[config.mk]
export PLATFORM = sky130hd
export DESIGN_NAME = basic_cpu_ctrl
export DESIGN_NICKNAME = d
export VERILOG_FILES = /design/src/rtl/basic_cpu_ctrl.sv
export SDC_FILE = /design/constraint.sdc
export NUM_CORES = 1
export LEC_CHECK = 0
export CAP_MARGIN = 15
export CORE_MARGIN = 1.5
export CORE_UTILIZATION = 35
export CTS_BUF_LIST = sky130_fd_sc_hd__clkbuf_16
export CTS_CLUSTER_DIAMETER = 120
export DETAILED_ROUTE_END_ITERATION = 16
export GPL_ROUTABILITY_DRIVEN = 0
export SETUP_SLACK_MARGIN = 0.1
export SLEW_MARGIN = 20
export SYNTH_ARGS = -nofsm -noshare
export SYNTH_HDL_FRONTEND = slang
export SYNTH_SLANG_ARGS = --single-unit
[constraint.sdc]
create_clock -name clk -period 3.8 [get_ports clk]
set_input_delay 0.76 -clock clk [delete_from_list [all_inputs] [get_ports clk]]
set_output_delay 0.76 -clock clk [all_outputs]
set_load 0.02 [all_outputs]
[src/rtl/basic_cpu_ctrl.sv]
// basic_cpu_ctrl: control unit for the basic-computer datapath.
// It sequences fetch, decode, indirect and execute for each 16-bit
// instruction and drives the datapath control strobes. Every memory access
// uses a request/acknowledge handshake that aborts after MEM_TIMEOUT cycles.
// Optional feature macro CTRL_ILLEGAL_TRAP_EN: when defined, undefined
// encodings trap to IDLE and pulse the extra o_illegal output. When it is
// not defined, those encodings execute as NOPs.
module basic_cpu_ctrl #(
    parameter int MEM_TIMEOUT = 15,
    parameter int SC_W        = 3
) (
    input  logic            clk,
    input  logic            rst_n,
    input  logic            start,
    input  logic [15:0]     ir,
    input  logic            mem_ack,
    output logic            o_read,
    output logic            o_write,
    output logic            o_we,
    output logic            o_fetch,
    output logic            o_reg_ref,
    output logic            o_clr_sc,
    output logic            o_clr_ac,
    output logic            o_clr_e,
    output logic            o_comp_ac,
    output logic            o_load_ac,
    output logic            o_cir_r,
    output logic            o_cir_l,
    output logic            o_inc_ac,
    output logic            o_mem_ref,
    output logic            o_ind_addr,
    output logic            o_add,
    output logic            o_load,
    output logic            o_store,
    output logic            o_branch,
    output logic            o_isz,
    output logic            o_is_idle,
    output logic [SC_W-1:0] o_sc,
    output logic            o_bus_err
`ifdef CTRL_ILLEGAL_TRAP_EN
    ,
    output logic            o_illegal
`endif
);

    localparam logic [3:0] S_IDLE      = 4'd0;
    localparam logic [3:0] S_FETCH_AR  = 4'd1;
    localparam logic [3:0] S_FETCH_IR  = 4'd2;
    localparam logic [3:0] S_DECODE    = 4'd3;
    localparam logic [3:0] S_INDIRECT  = 4'd4;
    localparam logic [3:0] S_REG       = 4'd5;
    localparam logic [3:0] S_EX_READ   = 4'd6;
    localparam logic [3:0] S_EX_FINAL  = 4'd7;
    localparam logic [3:0] S_EX_INC    = 4'd8;
    localparam logic [3:0] S_EX_WRITE  = 4'd9;
    localparam logic [3:0] S_EX_SINGLE = 4'd10;
    localparam logic [3:0] S_TRAP      = 4'd11;

    localparam logic [7:0]      TMO_LAST = 8'(MEM_TIMEOUT - 1);
    localparam logic [SC_W-1:0] SC_SAT   = SC_W'(7);

    logic [3:0]      state;
    logic [3:0]      state_nxt;
    logic [15:0]     ir_q;
    logic [SC_W-1:0] sc;
    logic [7:0]      tmo_cnt;
    logic            bus_err_q;
    logic [2:0]      op;
    logic            in_req;
    logic            timeout;
    logic            unused_ir_bits;

    assign op      = ir_q[14:12];
    assign in_req  = (state == S_FETCH_IR) || (state == S_INDIRECT) ||
                     (state == S_EX_READ)  || (state == S_EX_WRITE);
    assign timeout = in_req && !mem_ack && (tmo_cnt == TMO_LAST);

    // Indirect bit is consumed at decode time and the undefined ref bits
    // are only examined when the trap feature is built in.
    assign unused_ir_bits = ^{ir_q[15], ir_q[8], ir_q[4:1]};

    // First execute state for a memory-reference opcode (after any indirect fetch)
    function automatic logic [3:0] exec_entry(input logic [2:0] opc);
        case (opc)
            3'd1, 3'd2, 3'd6: exec_entry = S_EX_READ;
            3'd3:             exec_entry = S_EX_WRITE;
            3'd4:             exec_entry = S_EX_SINGLE;
`ifdef CTRL_ILLEGAL_TRAP_EN
            default:          exec_entry = S_TRAP;
`else
            default:          exec_entry = S_EX_SINGLE;
`endif
        endcase
    endfunction

    // Next-state logic: an ack always beats a coincident timeout
    always_comb begin
        state_nxt = state;
        case (state)
            S_IDLE:      if (start) state_nxt = S_FETCH_AR;
            S_FETCH_AR:  state_nxt = S_FETCH_IR;
            S_FETCH_IR: begin
                if (mem_ack)      state_nxt = S_DECODE;
                else if (timeout) state_nxt = S_IDLE;
            end
            S_DECODE: begin
                if ((ir[14:12] == 3'd7) && !ir[15]) begin
`ifdef CTRL_ILLEGAL_TRAP_EN
                    if (ir[8] || (|ir[4:1])) state_nxt = S_TRAP;
                    else                     state_nxt = S_REG;
`else
                    state_nxt = S_REG;
`endif
                end else if (ir[15] && (ir[14:12] != 3'd7)) begin
                    state_nxt = S_INDIRECT;
                end else begin
                    state_nxt = exec_entry(ir[14:12]);
                end
            end
            S_INDIRECT: begin
                if (mem_ack)      state_nxt = exec_entry(op);
                else if (timeout) state_nxt = S_IDLE;
            end
            S_REG:       state_nxt = ir_q[0] ? S_IDLE : S_FETCH_AR;
            S_EX_READ: begin
                if (mem_ack)      state_nxt = (op == 3'd6) ? S_EX_INC : S_EX_FINAL;
                else if (timeout) state_nxt = S_IDLE;
            end
            S_EX_FINAL:  state_nxt = S_FETCH_AR;
            S_EX_INC:    state_nxt = S_EX_WRITE;
            S_EX_WRITE: begin
                if (mem_ack)      state_nxt = S_FETCH_AR;
                else if (timeout) state_nxt = S_IDLE;
            end
            S_EX_SINGLE: state_nxt = S_FETCH_AR;
            S_TRAP:      state_nxt = S_IDLE;
            default:     state_nxt = S_IDLE;
        endcase
    end

    // State, latched instruction, step counter, timeout counter and error pulse
    always_ff @(posedge clk or negedge rst_n) begin
        if (!rst_n) begin
            state     <= S_IDLE;
            ir_q      <= 16'h0000;
            sc        <= '0;
            tmo_cnt   <= 8'd0;
            bus_err_q <= 1'b0;
        end else begin
            state     <= state_nxt;
            bus_err_q <= timeout;
            if (state == S_DECODE) ir_q <= ir;
            if (in_req && (state_nxt == state)) tmo_cnt <= 8'(tmo_cnt + 8'd1);
            else                                tmo_cnt <= 8'd0;
            if ((state_nxt == S_FETCH_AR) || (state_nxt == S_IDLE)) sc <= '0;
            else if (sc != SC_SAT)                                   sc <= SC_W'(sc + 1'b1);
        end
    end

    // Moore strobe decode; only the write-ack cycle looks at mem_ack for o_clr_sc
    always_comb begin
        o_read     = 1'b0;
        o_write    = 1'b0;
        o_fetch    = 1'b0;
        o_reg_ref  = 1'b0;
        o_clr_sc   = 1'b0;
        o_clr_ac   = 1'b0;
        o_clr_e    = 1'b0;
        o_comp_ac  = 1'b0;
        o_load_ac  = 1'b0;
        o_cir_r    = 1'b0;
        o_cir_l    = 1'b0;
        o_inc_ac   = 1'b0;
        o_mem_ref  = 1'b0;
        o_ind_addr = 1'b0;
        o_add      = 1'b0;
        o_load     = 1'b0;
        o_store    = 1'b0;
        o_branch   = 1'b0;
        o_isz      = 1'b0;
        o_is_idle  = 1'b0;
        case (state)
            S_IDLE:     o_is_idle = 1'b1;
            S_FETCH_IR: begin
                o_read  = 1'b1;
                o_fetch = 1'b1;
            end
            S_INDIRECT: begin
                o_mem_ref  = 1'b1;
                o_ind_addr = 1'b1;
                o_read     = 1'b1;
            end
            S_REG: begin
                o_reg_ref = 1'b1;
                o_clr_sc  = 1'b1;
                o_clr_ac  = ir_q[11];
                o_clr_e   = ir_q[10];
                o_comp_ac = ir_q[9];
                o_cir_r   = ir_q[7];
                o_cir_l   = ir_q[6];
                o_inc_ac  = ir_q[5];
            end
            S_EX_READ: begin
                o_mem_ref = 1'b1;
                o_read    = 1'b1;
                o_add     = (op == 3'd1);
                o_load    = (op == 3'd2);
                o_isz     = (op == 3'd6);
            end
            S_EX_FINAL: begin
                o_mem_ref = 1'b1;
                o_load_ac = 1'b1;
                o_clr_sc  = 1'b1;
                o_add     = (op == 3'd1);
                o_load    = (op == 3'd2);
            end
            S_EX_INC: begin
                o_mem_ref = 1'b1;
                o_isz     = 1'b1;
            end
            S_EX_WRITE: begin
                o_mem_ref = 1'b1;
                o_write   = 1'b1;
                o_store   = (op == 3'd3);
                o_isz     = (op == 3'd6);
                o_clr_sc  = mem_ack;
            end
            S_EX_SINGLE: begin
                o_mem_ref = 1'b1;
                o_clr_sc  = 1'b1;
                o_branch  = (op == 3'd4);
            end
            default: ;
        endcase
    end

    assign o_we      = o_write;
    assign o_sc      = sc;
    assign o_bus_err = bus_err_q;

`ifdef CTRL_ILLEGAL_TRAP_EN
    assign o_illegal = (state == S_TRAP);
`endif

endmodule
Word-level counts from Yosys, hierarchy flattened
Index checks and enable logic that the tools add are counted.

Bits in registers: 31. Logic and storage cells: 90. Output and inout bits: 25. Input port bits: 20.

Muxes and demuxes: 36. Equality and inequality tests: 25. Add/subtract/negate cells: 2. Reduce and logical (&&, ||, !) cells: 22.

Operators with widths (number): $pmux 4 s10 (1); $mux 4 (9); $mux 1 (19); $eq 4x3->1 const B (4); $pmux 4 s2 (2); $eq 3x2->1 const B (4); $eq 3x3->1 const B (4); $eq 4x4->1 const B (3); $reduce_or 3->1 (4); $add 8x1->8 const B (1); $eq 4x1->1 const B (2); $eq 4x2->1 const B (2); $eq 8x4->1 const B (1); $logic_not 4->1 (2); $mux 8 (1); $eq 3x1->1 const B (2); $mux 3 (2); $ne 3x3->1 const B (2); $reduce_or 2->1 (3); $reduce_or 6->1 (1); $logic_and 1x1->1 (5); $eq 4x4->1 (1); $logic_or 1x1->1 (4); $pmux 1 s2 (2); 3 further kinds (4).

Logic depth before layout (Yosys ltp)
Word-level depth: 12. Gate-level depth with buffers: 7. Mapped depth without buffers: 7.

Worst setup path before layout
OpenSTA, ideal clock, no wires.

Path type: register to output. From: register state[1]. To: output o_cir_l. Arrival: 1785 ps. Setup slack: 1255 ps. Stages on the path, launching flop included: 5. Required time: 3040 ps. Cells stage by stage: dfrtp_1 > buf_2 > buf_1 > nor3_1 > and2_1.

Word-level cells in the longest chain between the ends: 2.

RTL lines: start, declared (line 62) `logic [3:0] state;`; start signal, assigned (line 150) `state <= state_nxt;`; $eq 4x3->1 (line 182) `case (state)`; $mux 1 (line 182); end, declared (line 28) `output logic o_cir_l,`.

Every way passes these cells.

Worst setup path after layout
From: register state[1]. To: output o_read.

Word-level cells in the longest chain between the ends: 3.

RTL lines: $eq 4x2->1 or $eq 4x3->1 (tied branches) (line 182); $reduce_or 3->1 (no source line) *; $mux 1 * (line 182); end, declared (line 17) `output logic o_read,`.

Every way passes the cells marked *; elsewhere a longest branch is shown, timed or not.

==> impl_metrics.toml <==
[synth]
syn_area_per_cell_um2 = 9.43
synth_edf_count = 0
ys.flop_type = "dfrtp_1"
ys_warn_count = 0
synthesis.area_um2 = 1710
netlist-cell-type-count = 58
synth-seq-cells = 26
async_flop_share = 1.00
synthCells = 181
yosysSeqAreaShare = 0.381
syn_nets = 205

[placement]
io_buffers = 39
dpl.cell_count = 280
hpwl_um = 2720

[clock_network]
cts_root_buf = "clkbuf_16"
cts_buffer_depth = 2
cts.sinks = 26
ctsResizeCount = 0
cts_tree = "built"
post_cts_buffers = 0
ctsHtreeMaxLevel = 1
ctsHoldBuffers = 0
clkTransAtPathRegs_ps = 70
clock_latency_ps = 260
numCtsBuffers = 3

[timing]
fmax_ghz = 0.325
maxSlewViolCount = 0
rsz0062_at_grt = "no"
fin_crit_sh = 0.810
worst-slew-pin-transition_ps = 662
skew_ps = 3.92
holdWs_ps = 500
min_period_ps = 3080
slew_headroom = 0.559
fin_setup_tns_ps = 0
hold_violations = 0
finalSetupViolCount = 0

[worst_setup_path]
worstSetupPathType = "flip-flop to output pin"
reg2reg_depth = 5
end_kind = "output pin"
worstReg2RegEnd = "tmo_cnt[2]$_DFF_PN0_"
critPathMaxFanout = 23
cp_data_arrival_time_ps = 2320
reg2reg_slack_ps = 1200
worstPathRequired_ps = 3040
crit_end = "o_read"
r2r-start = "state[1]$_DFF_PN0_"
startpoint = "state[1]$_DFF_PN0_"
startpoint_type = "flip-flop"

[floorplanning]
ios = 45
coreArea_um2 = 4720
rows = 25
dieArea_um2 = 5300
die_x_um = 72.8
die_h_um = 72.8
start_util = 0.361

[global_routing]
grt.met2_usage = 0.231
antenna_found_initial = 0
use_met3 = 0.0345
grt.busiest_layer = "met2"
grt_pass1_wl_um = 6470
track_usage = 0.153
use_met1 = 0.214
grt_max_degree = 27
grt_pass1_vias = 1334
overflow = 0

[job]
drv_cap = 0

[routing]
drtPass1Iterations = 5
ant_nets = 0
wl_per_cell_um = 13.5
drt_iter0_drc = 173
routed_wl_um = 3850
vias = 1503
vias_per_cell = 5.29
drc_errors = 0

[final_layout]
insertedDiodeCount = 0
drive_gt1_frac = 0.115
nets = 242
final_cells = 284
post-route-util = 0.471
area_growth_pct = 30.4

[pwr]
p_leak_nw = 0.902
p_per_area_nw_per_um2 = 702
fin_total_pwr_w = 0.00156
ir_drop_mv = 0.240

[run_status]
status = "finished, final reports clean"

[hold_path]
hold_path_class = "flip-flop to flip-flop"
holdCritStartpoint = "ir_q[5]$_DFFE_PN0P_"
worst min path at each step:
stage / end / slack [ps] / depth (start not counted)
detailed placement: ir_q[5]$_DFFE_PN0P_ / 490 / 1
finish: ir_q[5]$_DFFE_PN0P_ / 500 / 1
global placement: ir_q[5]$_DFFE_PN0P_ / 480 / 1
CTS: ir_q[5]$_DFFE_PN0P_ / 500 / 1
floorplan: ir_q[0]$_DFFE_PN0P_ / 460 / 0
global route: ir_q[6]$_DFFE_PN0P_ / 530 / 1
critical path: stages (launching register included):
cell and delay (ps):
dfrtp_1 770, or4b_1 590, nand2_1 90, clkdlybuf4s50_1 600
synthesized netlist by cell type (2+ instances only):
cell       n  area share
buf_2      3      0.0088
and3_1     3       0.011
o21a_1     3       0.013
dfrtp_1   26        0.38
mux2i_1    2       0.012
nor2b_1    2      0.0073
mux2_2    10       0.066
nor3_1    12       0.035
nand4_1    2      0.0073
xnor2_1    3       0.015
clkbuf_1   2      0.0044
inv_1      6       0.013
a21oi_1    7       0.021
ha_1       4       0.029
nand2_1   13       0.029
nand3b_1   3       0.013
buf_1      2      0.0044
xor2_1     5       0.026
a22o_1     2       0.010
nand3_1    7       0.021
and2_1     6       0.022
o21ai_0    8       0.023
nor3b_1    3       0.013
o211ai_1   2      0.0088
o31ai_1    2      0.0088
nand2b_1   2      0.0073
nor2_1    10       0.022
cell families (layout without fill, tap and decap cells):
logic type	count (synthesis)	after routing	share of synthesized area
simple gates	75	75	0.255
compound gates	39	39	0.168
flops	26	26	0.381
buf+inv	17	53	0.0477
mux	12	12	0.0777
xor+xnor	8	8	0.0411
fa+ha+maj	4	4	0.0293
power breakdown:
group,switching (W),leakage (nW),internal [W]
combinational,0.000404,0.527,0.000395
sequential,0.000155,0.336,0.000369
clock,0.0000968,0.0385,0.000141
total,0.000656,0.902,0.000905
metrics by stage:
stage          setup WS, ps  instance area [um2]
2_1_floorplan          1250                 1710
3_3_place_gp            806                 2150
3_5_place_dp            811                 2150
4_1_cts                 719                 2230
5_1_grt                 598                 2230
6_report                720                 2230
layout make-up:
type,instances,area (um2)
inverter,8,32.5
clock buffer,3,75.1
sequential,26,651
clock inverter,1,3.75
tap,67,83.8
multi-input combinational,138,975
fill,453,2500
timing repair buffer,41,405
sequential cells by signal, summed over array words and instances (netlist names):
register / flops
o_sc: 3
o_bus_err: 1
state: 4
ir_q: 10
tmo_cnt: 8
metal layers:
metal	wire length (um)	vias to the layer above
met5	0	-
met4	85	0
met3	232	11
met2	1690	53
met1	1840	705
li1	-	734
placed cells by master, fill, tap and decap left out, types with 4 or more instances in the layout:
cell,instances
clkdlybuf4s50_1,39
dfrtp_1,26
nand2_1,13
nor3_1,12
nor2_1,10
mux2_2,10
o21ai_0,8
nand3_1,7
a21oi_1,7
inv_1,6
and2_1,6
xor2_1,5
ha_1,4
Power figures use the tool's default switching activity.
